===== config.mk =====
export PLATFORM = sky130hd
export DESIGN_NAME = mc_control_fsm
export DESIGN_NICKNAME = d
export VERILOG_FILES = /design/src/rtl/mc_control_fsm.sv
export SDC_FILE = /design/constraint.sdc
export NUM_CORES = 1
export LEC_CHECK = 0
export ABC_AREA = 1
export ABC_CLOCK_PERIOD_IN_PS = 3100
export BUFFER_PORTS_ARGS = -buffer_cell sky130_fd_sc_hd__buf_2
export CAP_MARGIN = 20
export CORE_MARGIN = 3
export CORE_UTILIZATION = 46
export DETAILED_ROUTE_END_ITERATION = 16
export GPL_TIMING_DRIVEN = 0
export MAX_ROUTING_LAYER = met4
export PLACE_DENSITY = 0.83
export SLEW_MARGIN = 20
export SYNTH_ARGS = -nofsm -noshare
export SYNTH_HDL_FRONTEND = slang
export SYNTH_SLANG_ARGS = --single-unit

===== constraint.sdc =====
create_clock -name clk -period 3.1 [get_ports clk]
set_input_delay 0.155 -clock clk [delete_from_list [all_inputs] [get_ports clk]]
set_output_delay 0.155 -clock clk [all_outputs]
set_load 0.01 [all_outputs]

===== src/rtl/mc_control_fsm.sv =====
// -----------------------------------------------------------------------------
// mc_control_fsm
//
// Main controller for a multicycle MIPS datapath. One instruction is in
// flight at a time. The controller walks a fixed state sequence per opcode
// and drives the shared ALU, PC, IR, memory and register-file controls as a
// Moore decode of the current state. The one exception is pc_write in the
// branch state, which depends on the ALU flags in that same cycle.
//
// Optional feature (compile-time macro): INSTR_CNT_EN
//   When defined, an instr_cnt output counts retired instructions. The count
//   advances on the last state of each instruction and wraps at 2^CNT_W.
//   When undefined, the port and the counter do not exist.
//
// Parameters
//   ST_W   width of the state register and the debug state port (>= 4)
//   CNT_W  width of the retired-instruction counter (INSTR_CNT_EN only)
//
// Ports
//   clk           in   system clock; all state updates on the rising edge
//   rst_n         in   synchronous active-low reset, sampled on the rising edge
//   opcode        in   IR[31:26]
//   funct         in   IR[5:0]
//   alu_zero      in   ALU result == 0 (same cycle)
//   alu_positive  in   ALU result > 0, signed (same cycle)
//   pc_write      out  PC load enable
//   pc_src        out  00 ALU result, 01 ALU result register, 10 jump target
//   iord          out  memory address: 0 PC, 1 ALU result register
//   mem_read      out  memory read strobe
//   mem_write     out  memory write strobe
//   ir_write      out  IR load enable
//   reg_dst       out  write register: 0 rt, 1 rd
//   mem_to_reg    out  write data: 0 ALU result register, 1 MDR
//   reg_write     out  register file write enable
//   alu_src_a     out  0 PC, 1 rs
//   alu_src_b     out  00 rt, 01 const 4, 10 sext(imm), 11 sext(imm)<<2
//   alu_op        out  ALU operation code (NOP 1111 when the ALU is unused)
//   illegal       out  high while halted on an undecodable instruction
//   state         out  current state (debug)
//   instr_cnt     out  retired-instruction count (INSTR_CNT_EN only)
// -----------------------------------------------------------------------------
module mc_control_fsm #(
  parameter int ST_W  = 4,
  parameter int CNT_W = 32
) (
  input  logic            clk,
  input  logic            rst_n,
  input  logic [5:0]      opcode,
  input  logic [5:0]      funct,
  input  logic            alu_zero,
  input  logic            alu_positive,
  output logic            pc_write,
  output logic [1:0]      pc_src,
  output logic            iord,
  output logic            mem_read,
  output logic            mem_write,
  output logic            ir_write,
  output logic            reg_dst,
  output logic            mem_to_reg,
  output logic            reg_write,
  output logic            alu_src_a,
  output logic [1:0]      alu_src_b,
  output logic [3:0]      alu_op,
  output logic            illegal,
  output logic [ST_W-1:0] state
`ifdef INSTR_CNT_EN
  ,
  output logic [CNT_W-1:0] instr_cnt
`endif
);

  // Elaboration-time sanity checks on the parameters.
  if (ST_W < 4) begin : g_st_w_check
    $error("mc_control_fsm: ST_W must be at least 4");
  end
  if (CNT_W < 1) begin : g_cnt_w_check
    $error("mc_control_fsm: CNT_W must be at least 1");
  end

  typedef enum logic [ST_W-1:0] {
    S_IF   = 0,
    S_ID   = 1,
    S_MADR = 2,
    S_MRD  = 3,
    S_MWB  = 4,
    S_MWR  = 5,
    S_EX   = 6,
    S_RWB  = 7,
    S_BR   = 8,
    S_JMP  = 9,
    S_AEX  = 10,
    S_AWB  = 11,
    S_HALT = 12
  } state_e;

  localparam logic [5:0] OP_RTYPE = 6'b000000;
  localparam logic [5:0] OP_LW    = 6'b100011;
  localparam logic [5:0] OP_SW    = 6'b101011;
  localparam logic [5:0] OP_ADDI  = 6'b001000;
  localparam logic [5:0] OP_BEQ   = 6'b000100;
  localparam logic [5:0] OP_BNE   = 6'b000101;
  localparam logic [5:0] OP_BGTZ  = 6'b000111;
  localparam logic [5:0] OP_J     = 6'b000010;

  localparam logic [5:0] FN_ADD = 6'b100000;
  localparam logic [5:0] FN_SUB = 6'b100010;
  localparam logic [5:0] FN_AND = 6'b100100;
  localparam logic [5:0] FN_OR  = 6'b100101;
  localparam logic [5:0] FN_SLT = 6'b101010;
  localparam logic [5:0] FN_NOR = 6'b100111;

  localparam logic [3:0] ALU_ADD = 4'b0010;
  localparam logic [3:0] ALU_SUB = 4'b0110;
  localparam logic [3:0] ALU_AND = 4'b0000;
  localparam logic [3:0] ALU_OR  = 4'b0001;
  localparam logic [3:0] ALU_SLT = 4'b0111;
  localparam logic [3:0] ALU_NOR = 4'b1100;
  localparam logic [3:0] ALU_NOP = 4'b1111;

  state_e state_q, state_d;
  // Remembers lw vs sw from ID so the address state need not re-decode opcode.
  logic   is_lw_q, is_lw_d;

  function automatic logic funct_valid(input logic [5:0] fn);
    case (fn)
      FN_ADD, FN_SUB, FN_AND, FN_OR, FN_SLT, FN_NOR: funct_valid = 1'b1;
      default:                                       funct_valid = 1'b0;
    endcase
  endfunction

  function automatic logic [3:0] funct_alu_op(input logic [5:0] fn);
    case (fn)
      FN_ADD:  funct_alu_op = ALU_ADD;
      FN_SUB:  funct_alu_op = ALU_SUB;
      FN_AND:  funct_alu_op = ALU_AND;
      FN_OR:   funct_alu_op = ALU_OR;
      FN_SLT:  funct_alu_op = ALU_SLT;
      FN_NOR:  funct_alu_op = ALU_NOR;
      default: funct_alu_op = ALU_NOP;
    endcase
  endfunction

  always_ff @(posedge clk) begin
    if (!rst_n) begin
      state_q <= S_IF;
      is_lw_q <= 1'b0;
    end else begin
      state_q <= state_d;
      is_lw_q <= is_lw_d;
    end
  end

  always_comb begin
    state_d    = state_q;
    is_lw_d    = is_lw_q;
    pc_write   = 1'b0;
    pc_src     = 2'b00;
    iord       = 1'b0;
    mem_read   = 1'b0;
    mem_write  = 1'b0;
    ir_write   = 1'b0;
    reg_dst    = 1'b0;
    mem_to_reg = 1'b0;
    reg_write  = 1'b0;
    alu_src_a  = 1'b0;
    alu_src_b  = 2'b00;
    alu_op     = ALU_NOP;
    illegal    = 1'b0;

    case (state_q)
      S_IF: begin
        // Fetch and PC+4 in the same cycle.
        iord      = 1'b0;
        mem_read  = 1'b1;
        ir_write  = 1'b1;
        pc_write  = 1'b1;
        pc_src    = 2'b00;
        alu_src_a = 1'b0;
        alu_src_b = 2'b01;
        alu_op    = ALU_ADD;
        state_d   = S_ID;
      end

      S_ID: begin
        // Speculatively compute the branch target into the ALU result register.
        alu_src_a = 1'b0;
        alu_src_b = 2'b11;
        alu_op    = ALU_ADD;
        is_lw_d   = (opcode == OP_LW);
        case (opcode)
          OP_RTYPE:               state_d = funct_valid(funct) ? S_EX : S_HALT;
          OP_LW, OP_SW:           state_d = S_MADR;
          OP_ADDI:                state_d = S_AEX;
          OP_BEQ, OP_BNE, OP_BGTZ: state_d = S_BR;
          OP_J:                   state_d = S_JMP;
          default:                state_d = S_HALT;
        endcase
      end

      S_MADR: begin
        alu_src_a = 1'b1;
        alu_src_b = 2'b10;
        alu_op    = ALU_ADD;
        state_d   = is_lw_q ? S_MRD : S_MWR;
      end

      S_MRD: begin
        iord     = 1'b1;
        mem_read = 1'b1;
        state_d  = S_MWB;
      end

      S_MWB: begin
        reg_dst    = 1'b0;
        mem_to_reg = 1'b1;
        reg_write  = 1'b1;
        state_d    = S_IF;
      end

      S_MWR: begin
        iord      = 1'b1;
        mem_write = 1'b1;
        state_d   = S_IF;
      end

      S_EX: begin
        alu_src_a = 1'b1;
        alu_src_b = 2'b00;
        alu_op    = funct_alu_op(funct);
        state_d   = S_RWB;
      end

      S_RWB: begin
        reg_dst    = 1'b1;
        mem_to_reg = 1'b0;
        reg_write  = 1'b1;
        state_d    = S_IF;
      end

      S_BR: begin
        // rs - rt; for bgtz rt is $0 so the ALU sees rs - 0 and the flags
        // describe rs itself. The target was computed in ID.
        alu_src_a = 1'b1;
        alu_src_b = 2'b00;
        alu_op    = ALU_SUB;
        pc_src    = 2'b01;
        pc_write  = ((opcode == OP_BEQ)  &&  alu_zero) ||
                    ((opcode == OP_BNE)  && !alu_zero) ||
                    ((opcode == OP_BGTZ) &&  alu_positive);
        state_d   = S_IF;
      end

      S_JMP: begin
        pc_src   = 2'b10;
        pc_write = 1'b1;
        state_d  = S_IF;
      end

      S_AEX: begin
        alu_src_a = 1'b1;
        alu_src_b = 2'b10;
        alu_op    = ALU_ADD;
        state_d   = S_AWB;
      end

      S_AWB: begin
        reg_dst    = 1'b0;
        mem_to_reg = 1'b0;
        reg_write  = 1'b1;
        state_d    = S_IF;
      end

      S_HALT: begin
        illegal = 1'b1;
        state_d = S_HALT;
      end

      default: begin
        // Unused encodings behave like HALT and fall into it.
        illegal = 1'b1;
        state_d = S_HALT;
      end
    endcase
  end

  assign state = state_q;

`ifdef INSTR_CNT_EN
  logic [CNT_W-1:0] instr_cnt_q, instr_cnt_d;
  logic             retire;

  // The final state of every legal instruction retires it; HALT never does.
  always_comb begin
    case (state_q)
      S_MWB, S_MWR, S_RWB, S_BR, S_JMP, S_AWB: retire = 1'b1;
      default:                                 retire = 1'b0;
    endcase
    instr_cnt_d = retire ? instr_cnt_q + 1'b1 : instr_cnt_q;
  end

  always_ff @(posedge clk) begin
    if (!rst_n) begin
      instr_cnt_q <= '0;
    end else begin
      instr_cnt_q <= instr_cnt_d;
    end
  end

  assign instr_cnt = instr_cnt_q;
`endif

endmodule


Word level (Yosys, flattened, before mapping)
Index checks and enable logic that the tools add are counted. Widths: inputs -> output; s select.

Register bits after elaboration: 5. Bits in latches: 0. Memory bits (writable): 0. Bits in read-only memories: 0. Input bits: 16. Output and inout bits: 22. Word-level logic and storage cells: 67. Memories kept: 0.

Add/subtract/negate cells: 0. Multipliers: 0. Div/mod/pow operators: 0. Magnitude comparators: 0. Eq/ne operators: 24. Shifts and indexed selects: 0. Muxes and demuxes: 21. Bitwise operators: 0. Reductions and logical operators: 20.

Operators by type and width (count): $eq 6x6->1 const B (8); $pmux 4 s7 (1); $pmux 4 s6 (1); $pmux 4 s5 (1); $eq 6x3->1 const B (3); $eq 4x3->1 const B (4); $eq 4x4->1 const B (4); $mux 1 (12); $pmux 4 s3 (1); $reduce_or 12->1 (1); $reduce_or 6->1 (2); $reduce_or 2->1 (5); $eq 4x2->1 const B (2); $reduce_or 4->1 (2); $eq 6x2->1 const B (1); $eq 6x4->1 const B (1); $logic_not 6->1 (1); $pmux 2 s3 (1); $reduce_or 3->1 (2); $eq 4x1->1 const B (1); $logic_not 4->1 (1); $mux 4 (1); $pmux 2 s2 (1); $logic_and 1x1->1 (3); 4 further kinds (5).

Depth between registers and ports, before layout
Word-level depth: 8. Depth in mapped cells: 8. Gate-level depth less buffers: 8.

Worst setup path after synthesis
OpenSTA, ideal clock, no wires.

Path kind: reg2out. Start point: reg state_q[2] (netlist: state[2]). End point: out reg_write. Arrival time: 1.130 ns. Required time: 2.945 ns. Setup slack: 1.815 ns. Cell stages (with the launch flop): 7. Path buffers: 0. Cell sequence: dfxtp_1 -> inv_1 -> nor2_1 -> inv_1 -> nor2_1 -> nor2_1 -> o21ai_0.

Cells in the longest elaborated chain, start to end: 3. Elaborated cells on any way between the ends: 5. Those cells by class: eq/ne (3); mux (1); reduce/logical (1).

RTL lines: from (decl) (line 120) `state_e state_q, state_d;`; from (signal assigned) (line 148) `state_q <= state_d;`; $eq 4x4->1 or $eq 4x3->1 (tied branches) (line 170) `case (state_q)`; $reduce_or 3->1 (no source line) (*); $mux 1 (*) (line 170); to (decl) (line 60) `output logic reg_write,`.

Every way passes the cells marked *; elsewhere a longest branch is shown, timed or not.

Worst setup path after layout
Start point: reg state_q[3] (netlist: state[3]). End point: out pc_write.

Cells in the longest elaborated chain, start to end: 3. Elaborated cells on any way between the ends: 5. Those cells by class: eq/ne (2); mux (1); reduce/logical (2).

RTL lines: $eq 4x4->1 or $logic_not 4->1 (tied branches) (line 170); $reduce_or 2->1 (no source line); $pmux 1 s2 (*) (line 170); to (decl) (line 52) `output logic pc_write,`.

Marks and branches as above.

==> results.py <==
metrics = {
    "cts": {
        "clock-sinks": 5,
        "cts_buffer_depth": 2,
        "cts_htree_levels": 1,
        "postCtsSetupBuffers": 0,
        "cts.clk_slew.worst_paths_ps": 40,
        "cts_tree": "yes",
        "cts_hold_buf": 0,
        "cts-root-buf": "clkbuf_4",
        "cts_inserted_buffers": 3,
        "clock_latency_ps": 230,
        "cts_resized": 0,
    },
    "worst_hold_path": {
        "min_from": "rst_n",
        "hp-class": "in2reg",
        "hold_end": "is_lw_q$_SDFFE_PN0P_",
        "whs_path_depth": 3,
    },
    "worst_setup_path": {
        "worstPathMaxFanout": 5,
        "setup.worst_path.start": "state[3]$_SDFF_PN0_",
        "crit_top_cell": "inv_1",
        "required_ps": 2940,
        "crit_slowest_cell": "dfxtp_1",
        "path_cells": "inv_1, nor2_1, inv_1, nor2_2, o2111ai_1, nand2_1, buf_2",
        "critPathArrivalTime_ps": 1430,
        "r2r_cells": 5,
        "r2r_setup_slack_ps": 1920,
        "r2r-start": "state[0]$_SDFF_PN0_",
        "cpPeakStageDelay_ps": 400,
        "critPathCaptureType": "output port",
        "reg2reg_to": "state[0]$_SDFF_PN0_",
        "crit_path_start_kind": "flip-flop",
        "crit_type": "reg2out",
    },
    "drt": {
        "firstDrtPassIters": 4,
        "drtAntennaViolNets": 0,
        "avgViaCountPerCell": 4.951,
        "wl_per_cell_um": 9.189,
        "via_count": 916,
        "drc": 0,
        "wl_um": 1700,
        "detail_route.iter0.violations": 20,
    },
    "yosys": {
        "syn_nets": 145,
        "synthCells": 129,
        "ys_seq_area_share_pct": 15.21,
        "synth-main-ff-cell": "dfxtp_1",
        "yosysMostFrequentCell": "nand2_1",
        "synth_area_leaders": "nand2_1 (16%), dfxtp_1 (15%), nor2_1 (14%)",
        "syn_avg_cell_area_sq_um": 5.102,
        "ys_top_cells_by_count": "nand2_1 (28), nor2_1 (25), inv_1 (22), nand3_1 (14)",
        "yosys_warnings": 0,
        "ys_types": 18,
        "synth_edf_count": 0,
        "synth_area_leader_cell": "nand2_1",
        "synth_top_area_share_pct": 15.97,
        "ys_seq_elements": 5,
        "async_flop_share_pct": 0,
        "synth_area_sq_um": 658.1,
    },
    "die": {
        "core-area_sq_um": 1318,
        "fp.dieH_um": 43.83,
        "die_width_um": 43.83,
        "start_util_pct": 49.95,
        "rows": 13,
        "ios": 38,
        "die_area_sq_um": 1921,
    },
    "global_routing": {
        "antenna_found_initial": 0,
        "grt-ovfl-total": 0,
        "grt_pass1_vias": 778,
        "grt_max_degree": 7,
        "grt_usage_pct": 19.74,
        "grt_pass1_wl_um": 2891,
    },
    "timing": {
        "slew_viol_final": 0,
        "max_slew_margin_pct": 84.55,
        "fin_skew_ps": 0.5400,
        "fin_crit_sh_pct": 51.27,
        "rsz0062_at_grt": "no",
        "fin_setup_tns_ps": 0,
        "setup_viol_count_final": 0,
        "fmax_mhz": 629.1,
        "fin_crit_ps": 1589,
        "fin_hold_ws_ps": 169.6,
        "tightest_slew_ps": 231.5,
        "timing.final.hold_violations": 0,
        "fin_ws_ps": 1511,
    },
    "pwr": {
        "report.power.total_uw": 325.6,
        "leakage_nw": 0.5580,
        "ir_worst_vdd_uv": 313.2,
        "power.density_nw_per_um2": 366.5,
    },
    "placed_design": {
        "dpl_cell_area_sq_um": 862.1,
        "dp_slack_ps": 1766,
        "port_buffers": 37,
        "place_congestion": 0.8441,
        "dp_hpwl_um": 1512,
    },
    "job": {
        "max_cap_viol_count": 0,
    },
    "outcome": {
        "status": "complete, no violations",
    },
    "cells_and_area": {
        "drive_above_1_share_pct": 32.94,
        "nets": 187,
        "fin_area_sq_um": 888.4,
        "syn2layout_area_growth_pct": 34.98,
        "diodes": 0,
    },
}
==> final cells by class <==
cell class / instances / area, sq um
clock buffer: 4 / 26.28
fill: 126 / 429.2
inverter: 26 / 97.59
multi-input combinational: 98 / 460.4
sequential: 5 / 100.1
tap: 15 / 18.77
timing repair buffer: 37 / 185.2
==> power breakdown <==
| part | switching (mW) | internal (mW) |
|---|---|---|
| Clock | 0.0232 | 0.0484 |
| Combinational | 0.105 | 0.0637 |
| Sequential | 0.0115 | 0.0734 |
| Total | 0.140 | 0.186 |
==> layout by cell type, fill, tap and decap left out, types with 2 or more instances in the layout <==
cell type,Yosys,final
dfxtp_1,5,5
buf_2,0,37
o21ai_0,4,4
nand2_2,4,4
nand2_1,28,28
a21oi_1,6,6
nor2_1,25,25
inv_1,22,22
nand4_1,3,3
a31oi_1,2,2
clkbuf_4,0,3
nand3_1,14,14
inv_2,4,4
nor2_2,6,6
==> worst max path at each step <==
| stage | to | slack [ps] | cells after the start |
|---|---|---|---|
| 3_5_place_dp | pc_write | 1770 | 7 |
| 2_1_floorplan | reg_write | 1820 | 6 |
| 3_3_place_gp | alu_op[2] | 1780 | 7 |
| 4_1_cts | pc_write | 1500 | 7 |
| 6_report | pc_write | 1510 | 7 |
| 5_1_grt | pc_write | 1340 | 7 |
==> per-layer routing <==
metal | vias up | track usage (%) | wire (um)
li1 | 490 | - | -
met1 | 400 | 24.26 | 739
met2 | 24 | 32.85 | 845
met3 | 2 | 1.660 | 100
met4 | 0 | 7.831 | 15
met5 | - | - | 0
==> registers in the layout (all words and copies together) (netlist names) <==
name     count
state        4
is_lw_q      1
==> metrics by stage <==
stage          util, %  cells
6_report         67.43    185
5_1_grt          67.43    185
4_1_cts          67.43    185
3_5_place_dp     65.43    181
3_3_place_gp     65.43    181
2_1_floorplan        -    129
==> critical path, delay by kind of cell (launching register included) <==
kind                   cells  cell delay, ps
flip-flops                 1             400
AND/OR/NAND/NOR            3             390
buffers and inverters      3             290
AO/OA/AOI/OAI              1             120
==> kinds of logic after synthesis <==
logic type | count (synthesis) | share of synthesized area (%)
and+or+nand+nor | 84 | 58.37
AOI/OAI and AO/OA | 14 | 11.60
DFF | 5 | 15.21
buffers and inverters | 26 | 14.83
No activity file was read; power rests on OpenSTA's default activity.
